<file path="src/rtl/noc_pkg.sv">
// Shared NoC definitions: packet layout, address field bounds and the
// round-robin pick helper used by the decoder and arbiter blocks.
package noc_pkg;

    localparam int unsigned DATA_W   = 9;
    localparam int unsigned ADDR_MSB = 8;
    localparam int unsigned ADDR_LSB = 5;
    localparam int unsigned MAX_N    = 8;
    localparam int unsigned IDX_W    = 3;

    typedef logic [DATA_W-1:0] pkt_t;

    typedef struct packed {
        logic             found;
        logic [IDX_W-1:0] idx;
    } rr_pick_t;

    // First set bit of req[n-1:0], scanning upward from (last+1) mod n with wrap.
    function automatic rr_pick_t rr_pick(input logic [MAX_N-1:0] req,
                                         input logic [IDX_W-1:0] last,
                                         input int unsigned      n);
        rr_pick_t    r;
        int unsigned cand;
        r = '0;
        for (int unsigned i = 1; i <= MAX_N; i++) begin
            cand = (32'(last) + i) % n;
            if ((i <= n) && !r.found && req[cand]) begin
                r.found = 1'b1;
                r.idx   = IDX_W'(cand);
            end
        end
        return r;
    endfunction

endpackage

</file>
<file path="src/rtl/noc_rr_merge_arbiter_if.sv">
// Handshake bundle for the N:1 merge arbiter.
//   master: requester/downstream side (drives in_valid, in_data, out_ready)
//   slave : arbiter side (drives in_ready, out_valid, out_data, out_src, conflict_cnt)
interface noc_rr_merge_arbiter_if #(
    parameter int unsigned N_IN   = 2,
    parameter int unsigned DATA_W = 9,
    parameter int unsigned CNT_W  = 16
);
    localparam int unsigned SEL_W = (N_IN > 1) ? $clog2(N_IN) : 1;

    logic [N_IN-1:0]        in_valid;
    logic [N_IN*DATA_W-1:0] in_data;
    logic [N_IN-1:0]        in_ready;
    logic                   out_valid;
    logic [DATA_W-1:0]      out_data;
    logic [SEL_W-1:0]       out_src;
    logic                   out_ready;
    logic [CNT_W-1:0]       conflict_cnt;

    modport master (
        output in_valid, in_data, out_ready,
        input  in_ready, out_valid, out_data, out_src, conflict_cnt
    );

    modport slave (
        input  in_valid, in_data, out_ready,
        output in_ready, out_valid, out_data, out_src, conflict_cnt
    );
endinterface

</file>
<file path="src/rtl/noc_fifo2.sv">
// 2-entry synchronous FIFO, head presented straight from registers.
// Ports: clk, rst_n (sync, active-low), push/push_data, pop,
//        count (registered occupancy), head_valid, head_data.
// Push is ignored when full; callers derive space from count, so there is
// no combinational pop->space path.
module noc_fifo2 #(
    parameter int unsigned W = 8
) (
    input  logic         clk,
    input  logic         rst_n,
    input  logic         push,
    input  logic [W-1:0] push_data,
    input  logic         pop,
    output logic [1:0]   count,
    output logic         head_valid,
    output logic [W-1:0] head_data
);
    logic [W-1:0] tail_q;
    logic [W-1:0] head_n;
    logic [W-1:0] tail_n;
    logic [1:0]   count_n;

    // Next-state: head/tail shift structure keeps ordering on push+pop.
    always_comb begin
        head_n  = head_data;
        tail_n  = tail_q;
        count_n = count;
        case (count)
            2'd0: begin
                if (push) begin
                    head_n  = push_data;
                    count_n = 2'd1;
                end
            end
            2'd1: begin
                if (push && pop) begin
                    head_n = push_data;
                end else if (push) begin
                    tail_n  = push_data;
                    count_n = 2'd2;
                end else if (pop) begin
                    count_n = 2'd0;
                end
            end
            default: begin
                if (pop) begin
                    head_n  = tail_q;
                    count_n = 2'd1;
                end
            end
        endcase
    end

    always_ff @(posedge clk) begin
        if (!rst_n) begin
            count      <= 2'd0;
            head_valid <= 1'b0;
            head_data  <= '0;
            tail_q     <= '0;
        end else begin
            count      <= count_n;
            head_valid <= (count_n != 2'd0);
            head_data  <= head_n;
            tail_q     <= tail_n;
        end
    end
endmodule

</file>
<file path="src/rtl/noc_rr_merge_arbiter.sv">
// N:1 round-robin merge arbiter feeding one downstream link through a
// 2-entry output queue, plus a saturating contention counter.
// Ports: clk, rst_n (sync, active-low), bus (slave modport):
//   in_valid/in_data/in_ready per input, out_valid/out_data/out_src/out_ready
//   downstream, conflict_cnt = grants issued while more than one input valid.
module noc_rr_merge_arbiter #(
    parameter int unsigned N_IN   = 2,
    parameter int unsigned DATA_W = 9,
    parameter int unsigned CNT_W  = 16
) (
    input  logic                  clk,
    input  logic                  rst_n,
    noc_rr_merge_arbiter_if.slave bus
);
    import noc_pkg::*;

    localparam int unsigned SEL_W = (N_IN > 1) ? $clog2(N_IN) : 1;
    localparam int unsigned ENT_W = SEL_W + DATA_W;

    logic [SEL_W-1:0]  last_grant;
    logic [CNT_W-1:0]  conflict_q;
    logic [1:0]        fifo_cnt;
    logic              head_valid;
    logic [ENT_W-1:0]  head_q;

    rr_pick_t          pick_c;
    logic              grant_c;
    logic [SEL_W-1:0]  gidx_c;
    logic [DATA_W-1:0] gdata_c;
    logic              multi_c;
    logic              pop_c;

    // Arbitration: space comes from the registered count only, so in_ready
    // never sees out_ready; reset holds every in_ready low.
    always_comb begin
        pick_c       = rr_pick(MAX_N'(bus.in_valid), IDX_W'(last_grant), N_IN);
        gidx_c       = SEL_W'(pick_c.idx);
        grant_c      = rst_n && (fifo_cnt < 2'd2) && pick_c.found;
        gdata_c      = bus.in_data[int'(gidx_c)*DATA_W +: DATA_W];
        multi_c      = ($countones(bus.in_valid) > 1);
        pop_c        = head_valid && bus.out_ready;
        bus.in_ready = '0;
        if (grant_c) begin
            bus.in_ready[gidx_c] = 1'b1;
        end
    end

    // Pointer only moves on a grant, so idle cycles keep the priority order.
    always_ff @(posedge clk) begin
        if (!rst_n) begin
            last_grant <= SEL_W'(N_IN - 1);
            conflict_q <= '0;
        end else if (grant_c) begin
            last_grant <= gidx_c;
            if (multi_c && (conflict_q != '1)) begin
                conflict_q <= conflict_q + CNT_W'(1);
            end
        end
    end

    noc_fifo2 #(
        .W (ENT_W)
    ) u_fifo (
        .clk        (clk),
        .rst_n      (rst_n),
        .push       (grant_c),
        .push_data  ({gidx_c, gdata_c}),
        .pop        (pop_c),
        .count      (fifo_cnt),
        .head_valid (head_valid),
        .head_data  (head_q)
    );

    assign bus.out_valid    = head_valid;
    assign bus.out_data     = head_q[DATA_W-1:0];
    assign bus.out_src      = head_q[ENT_W-1:DATA_W];
    assign bus.conflict_cnt = conflict_q;
endmodule

</file>
<file path="src/flat_wrapper.sv">
// flat-port wrapper written by rule: the top's interface ports become plain ports
module noc_rr_merge_arbiter_flat import noc_pkg::*;
#(
    parameter int unsigned N_IN   = 2,
    parameter int unsigned DATA_W = 9,
    parameter int unsigned CNT_W  = 16
)
  (clk, rst_n, bus_in_valid, bus_in_data, bus_out_ready, bus_in_ready, bus_out_valid, bus_out_data, bus_out_src, bus_conflict_cnt);
  noc_rr_merge_arbiter_if #(.N_IN(N_IN), .DATA_W(DATA_W), .CNT_W(CNT_W)) bus_i ();
  input  logic clk;
  input  logic rst_n;
  input wire logic [$bits(bus_i.in_valid)-1:0] bus_in_valid;
  input wire logic [$bits(bus_i.in_data)-1:0] bus_in_data;
  input wire logic [$bits(bus_i.out_ready)-1:0] bus_out_ready;
  output wire logic [$bits(bus_i.in_ready)-1:0] bus_in_ready;
  output wire logic [$bits(bus_i.out_valid)-1:0] bus_out_valid;
  output wire logic [$bits(bus_i.out_data)-1:0] bus_out_data;
  output wire logic [$bits(bus_i.out_src)-1:0] bus_out_src;
  output wire logic [$bits(bus_i.conflict_cnt)-1:0] bus_conflict_cnt;
  assign bus_i.in_valid = bus_in_valid;
  assign bus_i.in_data = bus_in_data;
  assign bus_i.out_ready = bus_out_ready;
  assign bus_in_ready = bus_i.in_ready;
  assign bus_out_valid = bus_i.out_valid;
  assign bus_out_data = bus_i.out_data;
  assign bus_out_src = bus_i.out_src;
  assign bus_conflict_cnt = bus_i.conflict_cnt;
  noc_rr_merge_arbiter #(.N_IN(N_IN), .DATA_W(DATA_W), .CNT_W(CNT_W)) u_core (.clk(clk), .rst_n(rst_n), .bus(bus_i));
endmodule
</file>
<file path="config.mk">
export PLATFORM = sky130hd
export DESIGN_NAME = noc_rr_merge_arbiter_flat
export DESIGN_NICKNAME = d
export VERILOG_FILES = /design/src/rtl/noc_pkg.sv /design/src/rtl/noc_rr_merge_arbiter_if.sv /design/src/rtl/noc_fifo2.sv /design/src/rtl/noc_rr_merge_arbiter.sv /design/src/flat_wrapper.sv
export SDC_FILE = /design/constraint.sdc
export NUM_CORES = 1
export LEC_CHECK = 0
export CAP_MARGIN = 5
export CORE_ASPECT_RATIO = 0.8
export CORE_MARGIN = 3
export CORE_UTILIZATION = 40
export DETAILED_ROUTE_END_ITERATION = 12
export HOLD_SLACK_MARGIN = 0.12
export PLACE_DENSITY = 0.69
export SKIP_LAST_GASP = 1
export SLEW_MARGIN = 25
export SYNTH_ARGS = -nofsm -noshare
export SYNTH_HDL_FRONTEND = slang
export SYNTH_SLANG_ARGS = --single-unit
</file>
<file path="constraint.sdc">
create_clock -name clk -period 2 [get_ports clk]
set_input_delay 0.3 -clock clk [delete_from_list [all_inputs] [get_ports clk]]
set_output_delay 0.3 -clock clk [all_outputs]
set_load 0.02 [all_outputs]
</file>
---- Word level (Yosys, flattened, before mapping) ----
Index checks and enable logic that the tools add are counted.
word-level totals
  output and inout bits ................... 29
  RAM bits ................................ 0
  flip-flop bits (word level) ............. 40
  memories kept ........................... 0
  input port bits ......................... 23
  memory bits (read-only) ................. 0
  bits in latches ......................... 0
cells by class
  shift-type cells ........................ 1
  reductions and logical operators ........ 14
  add/sub/neg operators ................... 4
  divide/modulo/power cells ............... 0
  order comparisons ....................... 6
  equality and inequality tests ........... 4
  bitwise logic cells ..................... 1
  mux-type cells .......................... 19
  multipliers ............................. 1
operators with widths
  cell                                                            number
  greater-than comparator 32 x 2 -> 1 bit, second input constant  1
  two-way mux 10 bit                                              3
  one-hot mux 10 bit (2 select lines)                             1
  variable part select 18 x 6 -> 9 bit                            1
  adder 16 x 1 -> 16 bit, second input constant                   1
  != test 16 bit, second input constant                           1
  two-way mux 2 bit                                               6
  less-than comparator 1 x 4 -> 1 bit, second input constant      2
  two-way mux 4 bit                                               2
  logical AND 1 bit                                               7
  AND reduction 3 bit                                             2
  multiplier 1 x 4 -> 5 bit, second input constant                1
  two-way mux 1 bit                                               5
  != test 2 bit, second input constant                            2
  one-hot mux 2 bit (2 select lines)                              1
  nonzero test 3 bit                                              1
  adder 1 bit, second input constant                              2
  adder 1 x 1 -> 2 bit                                            1
  equality test 2 x 1 -> 1 bit, second input constant             1
  zero test 2 bit                                                 1
  less-than comparator 1 x 2 -> 1 bit, second input constant      1
  less-than comparator 2 bit, second input constant               1
  AND reduction 2 bit                                             1
  nonzero test 2 bit                                              1
  4 further kinds                                                 4

---- Longest topological paths before layout ----
  depth after elaboration ................. 12
  mapped depth ............................ 5
  depth with buffers taken out ............ 5

---- By module ----
From an unflattened synthesis, not the netlist that was laid out.
unflattened totals
  cells, all modules ...................... 213
  area, all modules ....................... 1995.7 um2
modules (own cells, without submodules)
  module                cells an instance  area an instance (um2)  instances
  noc_fifo2             105                1003.5                  1
  noc_rr_merge_arbiter  108                992.2                   1

---- Least setup slack after synthesis ----
No wires, ideal clock.
  path type ............................... flip-flop to flip-flop
  start ................................... register u_core.conflict_q[6], in the netlist u_core.bus.conflict_cnt[6]
  end ..................................... register u_core.conflict_q[10], in the netlist u_core.bus.conflict_cnt[10]
  path slack .............................. 0.145 ns
  stages on the path, launching flop included .. 6
  library setup time ...................... 0.070 ns
  clock period less this slack ............ 1.855 ns
  data required time ...................... 1.930 ns
  arrival time ............................ 1.785 ns
  cell sequence ........................... dfxtp_1 nand4_2 or3_1 buf_2 or4_1 a21oi_1
on the way
  cells in the longest elaborated chain, start to end .. 3
ends and longest elaborated chain
  what                                                                            RTL line                    text
  from (decl)                                                                     noc_rr_merge_arbiter.sv:21  logic [CNT_W-1:0] conflict_q;
  from (signal assigned)                                                          noc_rr_merge_arbiter.sv:56  conflict_q <= conflict_q + CNT_W'(1);
  parallel branches: the longest is 3 deep, another holds adder 16 x 1 -> 16 bit  --
Parallel ways; which one is timed is not known.
A chain may end at the register's enable or synchronous reset.

---- Worst setup path in the final report ----
  start ................................... input bus_in_valid[1]
  end ..................................... output bus_in_ready[1]
on the way
  cells in the longest elaborated chain, start to end .. 11
ends and longest elaborated chain
  what                                                                                                     RTL line                    text
  from (decl)                                                                                              flat_wrapper.sv:12          input wire logic [$bits(bus_i.in_valid)-1:0] bus_in_valid;
  two-way mux 1 bit (implied by the code) (2 in series)                                                    noc_pkg.sv:27               if ((i <= n) && !r.found && req[cand]) begin
  two-way mux 4 bit                                                                                        noc_pkg.sv:27
  zero test 1 bit                                                                                          noc_pkg.sv:27
  logical AND 1 bit                                                                                        noc_pkg.sv:27
  two-way mux 4 bit *                                                                                      noc_pkg.sv:27
  less-than comparator 1 x 2 -> 1 bit (implied by the code) / >= comparator 1 bit (equally long branches)  noc_rr_merge_arbiter.sv:44  bus.in_ready[gidx_c] = 1'b1;
  logical AND 1 bit (implied by the code)                                                                  noc_rr_merge_arbiter.sv:44
  two-way mux 1 bit (implied by the code)                                                                  noc_rr_merge_arbiter.sv:44
  demux 1 bit (select 1 bit)                                                                               --
  two-way mux 2 bit *                                                                                      noc_rr_merge_arbiter.sv:43  if (grant_c) begin
  to (decl)                                                                                                flat_wrapper.sv:15          output wire logic [$bits(bus_i.in_ready)-1:0] bus_in_ready;
Mark *: on every way between the ends. The rest lies on a longest branch, timed or not. The select of a mux whose other input is x is not followed.

==> results by group <==
Run status
  • Status: complete, no violations

Flow run
  • Number of max-cap violations: 0

Drt
  • DRC viols: 0
  • Drt first pass iters: 4
  • Routed wire length: 4527 um
  • Drt wl/cell: 13.01 um
  • Post-DRT Antenna Nets: 0
  • DR vias/cell: 5.405
  • Routed vias: 1,881
  • Initial DRC Count: 85

Hold path
  • Worst hold path type: register to register

Clock tree
  • CTS H-tree depth: 2
  • Clock sinks: 40
  • Worst-path clk slew: 0.08 ns
  • Clock tree root driver cell: clkbuf_8
  • Worst-skew pair later-pin latency: 0.30 ns
  • CTS buffer count: 5
  • Clk buf depth: 2
  • CTS tree: built
  • Postcts setup bufs: 0

Pwr
  • Peak VDD IR: 0.5439 mV
  • PwrDens: 657.0 nW/um2
  • Power Total: 0.001793 W
  • Lkg Pwr: 1.003 nW

Final layout
  • Nets: 314
  • Layout cells sized above 1: 13.40%
  • Ant. Diodes: 0
  • Layout area overhead: 44.06%
  • Fillers: 395

Global routing
  • Grt ovf: 0
  • Pin count of the biggest net entering global routing: 22
  • Vias in the first global route: 1,754
  • Wire length of the first global-routing pass: 7859 um
  • Initial antenna violation count: 0
  • Total GRT Usage: 17.34%

Synthesis
  • Synthesis-stage register bit count: 40
  • Top cells by count, synth: 40 x dfxtp_1, 29 x nand2_1, 22 x mux2i_1
  • Mean Syn Cell Area: 8.730 um2
  • Post-synth EDFFs: 0
  • Async set-or-reset flop fraction in the synthesized netlist: 0%
  • Mapped cell area: 1894 um2
  • Post-synth top area share: 42.27%
  • Gate count after technology mapping: 217
  • Area leader, netlist: dfxtp_1
  • Netlist cell types: 37
  • Area contributors post-synth: dfxtp_1 42%, mux2i_1 12%, nand2_1 5.7%
  • Main synth FF type: dfxtp_1
  • Top-count cell post-synth: dfxtp_1
  • YS warnings: 0
  • Syn_nets: 241
  • Register area share after synthesis: 42.27%

Die
  • Starting density of the core: 43.43%
  • FP Rows: 21
  • Num ports: 52
  • Die Span Y: 67.55 um
  • Die Area: 5603 um2
  • Die Wd: 82.94 um
  • Area of the core: 4362 um2

Setup path
  • WP data arrival: 1.56 ns
  • Crit end category: output port
  • WS Path Type: input port to output port
  • CP startpoint kind: input port
  • Crit-path max FO: 6
  • WP data required: 1.70 ns

Place
  • I/O Buffers: 51
  • GP Congestion: 0.8387
  • Post-DP HPWL: 3372 um

Timing
  • Final Slew Violations: 0
  • Fin crit period: 1.859 ns
  • Final period util: 92.93%
  • F_max: 0.5381 GHz
  • Layout Skew: 0.003600 ns
  • Worst-margin pin slew: 0.6324 ns
  • Final setup vio count: 0
  • Setup_tns: 0 ns
  • RSZ-0062 raised after global routing: false
  • Hold Vio Cnt, Final: 0
  • Slew HR: 57.61%
-- placed cells by master, fill, tap and decap left out, types with 3 or more instances in the layout --
master	synthesis	layout
inv_1	7	7
nor4_1	8	7
a21oi_1	10	10
buf_4	0	26
a22o_1	9	9
a211oi_1	9	9
nor2_1	17	17
dfxtp_1	40	40
nand3_1	4	4
nand2b_1	6	6
nand4_1	3	3
or4_1	4	4
clkbuf_8	0	6
nand2_1	29	29
o41ai_1	4	4
mux2i_1	22	22
clkdlybuf4s50_1	0	49
o21ai_0	11	11
-- per-layer routing --
| layer | up-vias | wire length, um | track usage [%] |
|---|---|---|---|
| li1 | 946 | - | - |
| met1 | 878 | 2306 | 23.79 |
| met2 | 49 | 1921 | 27.10 |
| met3 | 8 | 220 | 3.415 |
| met4 | 0 | 78 | 6.939 |
| met5 | - | 0 | 0 |
-- state kept, by name (all words and copies together) (netlist names) --
signal,cells
u_core.bus.conflict_cnt,16
u_core.u_fifo.count,2
u_core.u_fifo.tail_q,10
u_core.u_fifo.head_data,10
u_core.u_fifo.head_valid,1
u_core.last_grant,1
-- metrics by stage --
stage	utilization, %	hold WS (ns)	setup WS (ns)	std cells	cell area (um2)
2_1_floorplan	-	0.4542	0.1445	217	1894
3_3_place_gp	60.36	0.4639	-0.1372	340	2633
3_5_place_dp	60.36	0.4658	-0.2134	340	2633
4_1_cts	62.45	0.4848	0.09622	348	2724
5_1_grt	62.56	0.5021	0.06263	348	2729
6_report	62.56	0.4809	0.1415	348	2729
-- worst paths after layout --
| kind | from | endpoint | slack (ns) | cells after the start |
|---|---|---|---|---|
| worst max-delay path | bus_in_valid[1] | bus_in_ready[1] | 0.14 | 4 |
| worst min-delay path | u_core.u_fifo.head_data[8] | u_core.u_fifo.head_data[8] | 0.48 | 1 |
| worst max register to register | u_core.bus.conflict_cnt[7] | u_core.bus.conflict_cnt[1] | 0.20 | 4 |
| worst min register to register | u_core.u_fifo.head_data[8] | u_core.u_fifo.head_data[8] | 0.48 | 1 |
-- area by class of cell --
class / instances / area [um2] / area share, %
flip-flops and latches: 40 / 800.8 / 29.34
clock inverters: 1 / 7.507 / 0.2751
well taps: 57 / 71.32 / 2.613
inverters: 7 / 26.28 / 0.9629
multi-input cells: 159 / 1033 / 37.87
repair buffers: 77 / 703.2 / 25.77
clock buffers: 7 / 86.33 / 3.164
-- where the power goes --
part / switching [W] / internal, W
Combinational: 0.000167 / 0.000184
Clock: 0.000291 / 0.000281
Sequential: 0.0000280 / 0.000843
Total: 0.000486 / 0.00131
-- cell families after synthesis --
kind of cell    synth area share [%]
compound gates                 20.01
fa+ha+maj                     0.6604
buf+inv                        3.765
flops                          42.27
mux                            11.62
simple gates                   21.67
-- timing repair --
item,in CTS,in global routing
setup endpoints to repair,2,0
resized for setup,2,0
hold buffers,0,0
-- worst max-delay path: stages --
cell             delay [ns]
clkdlybuf4s50_1        0.55
a21boi_1               0.20
and3_1                 0.17
dlygate4sd2_1          0.34
No activity file was read; power rests on OpenSTA's default activity.
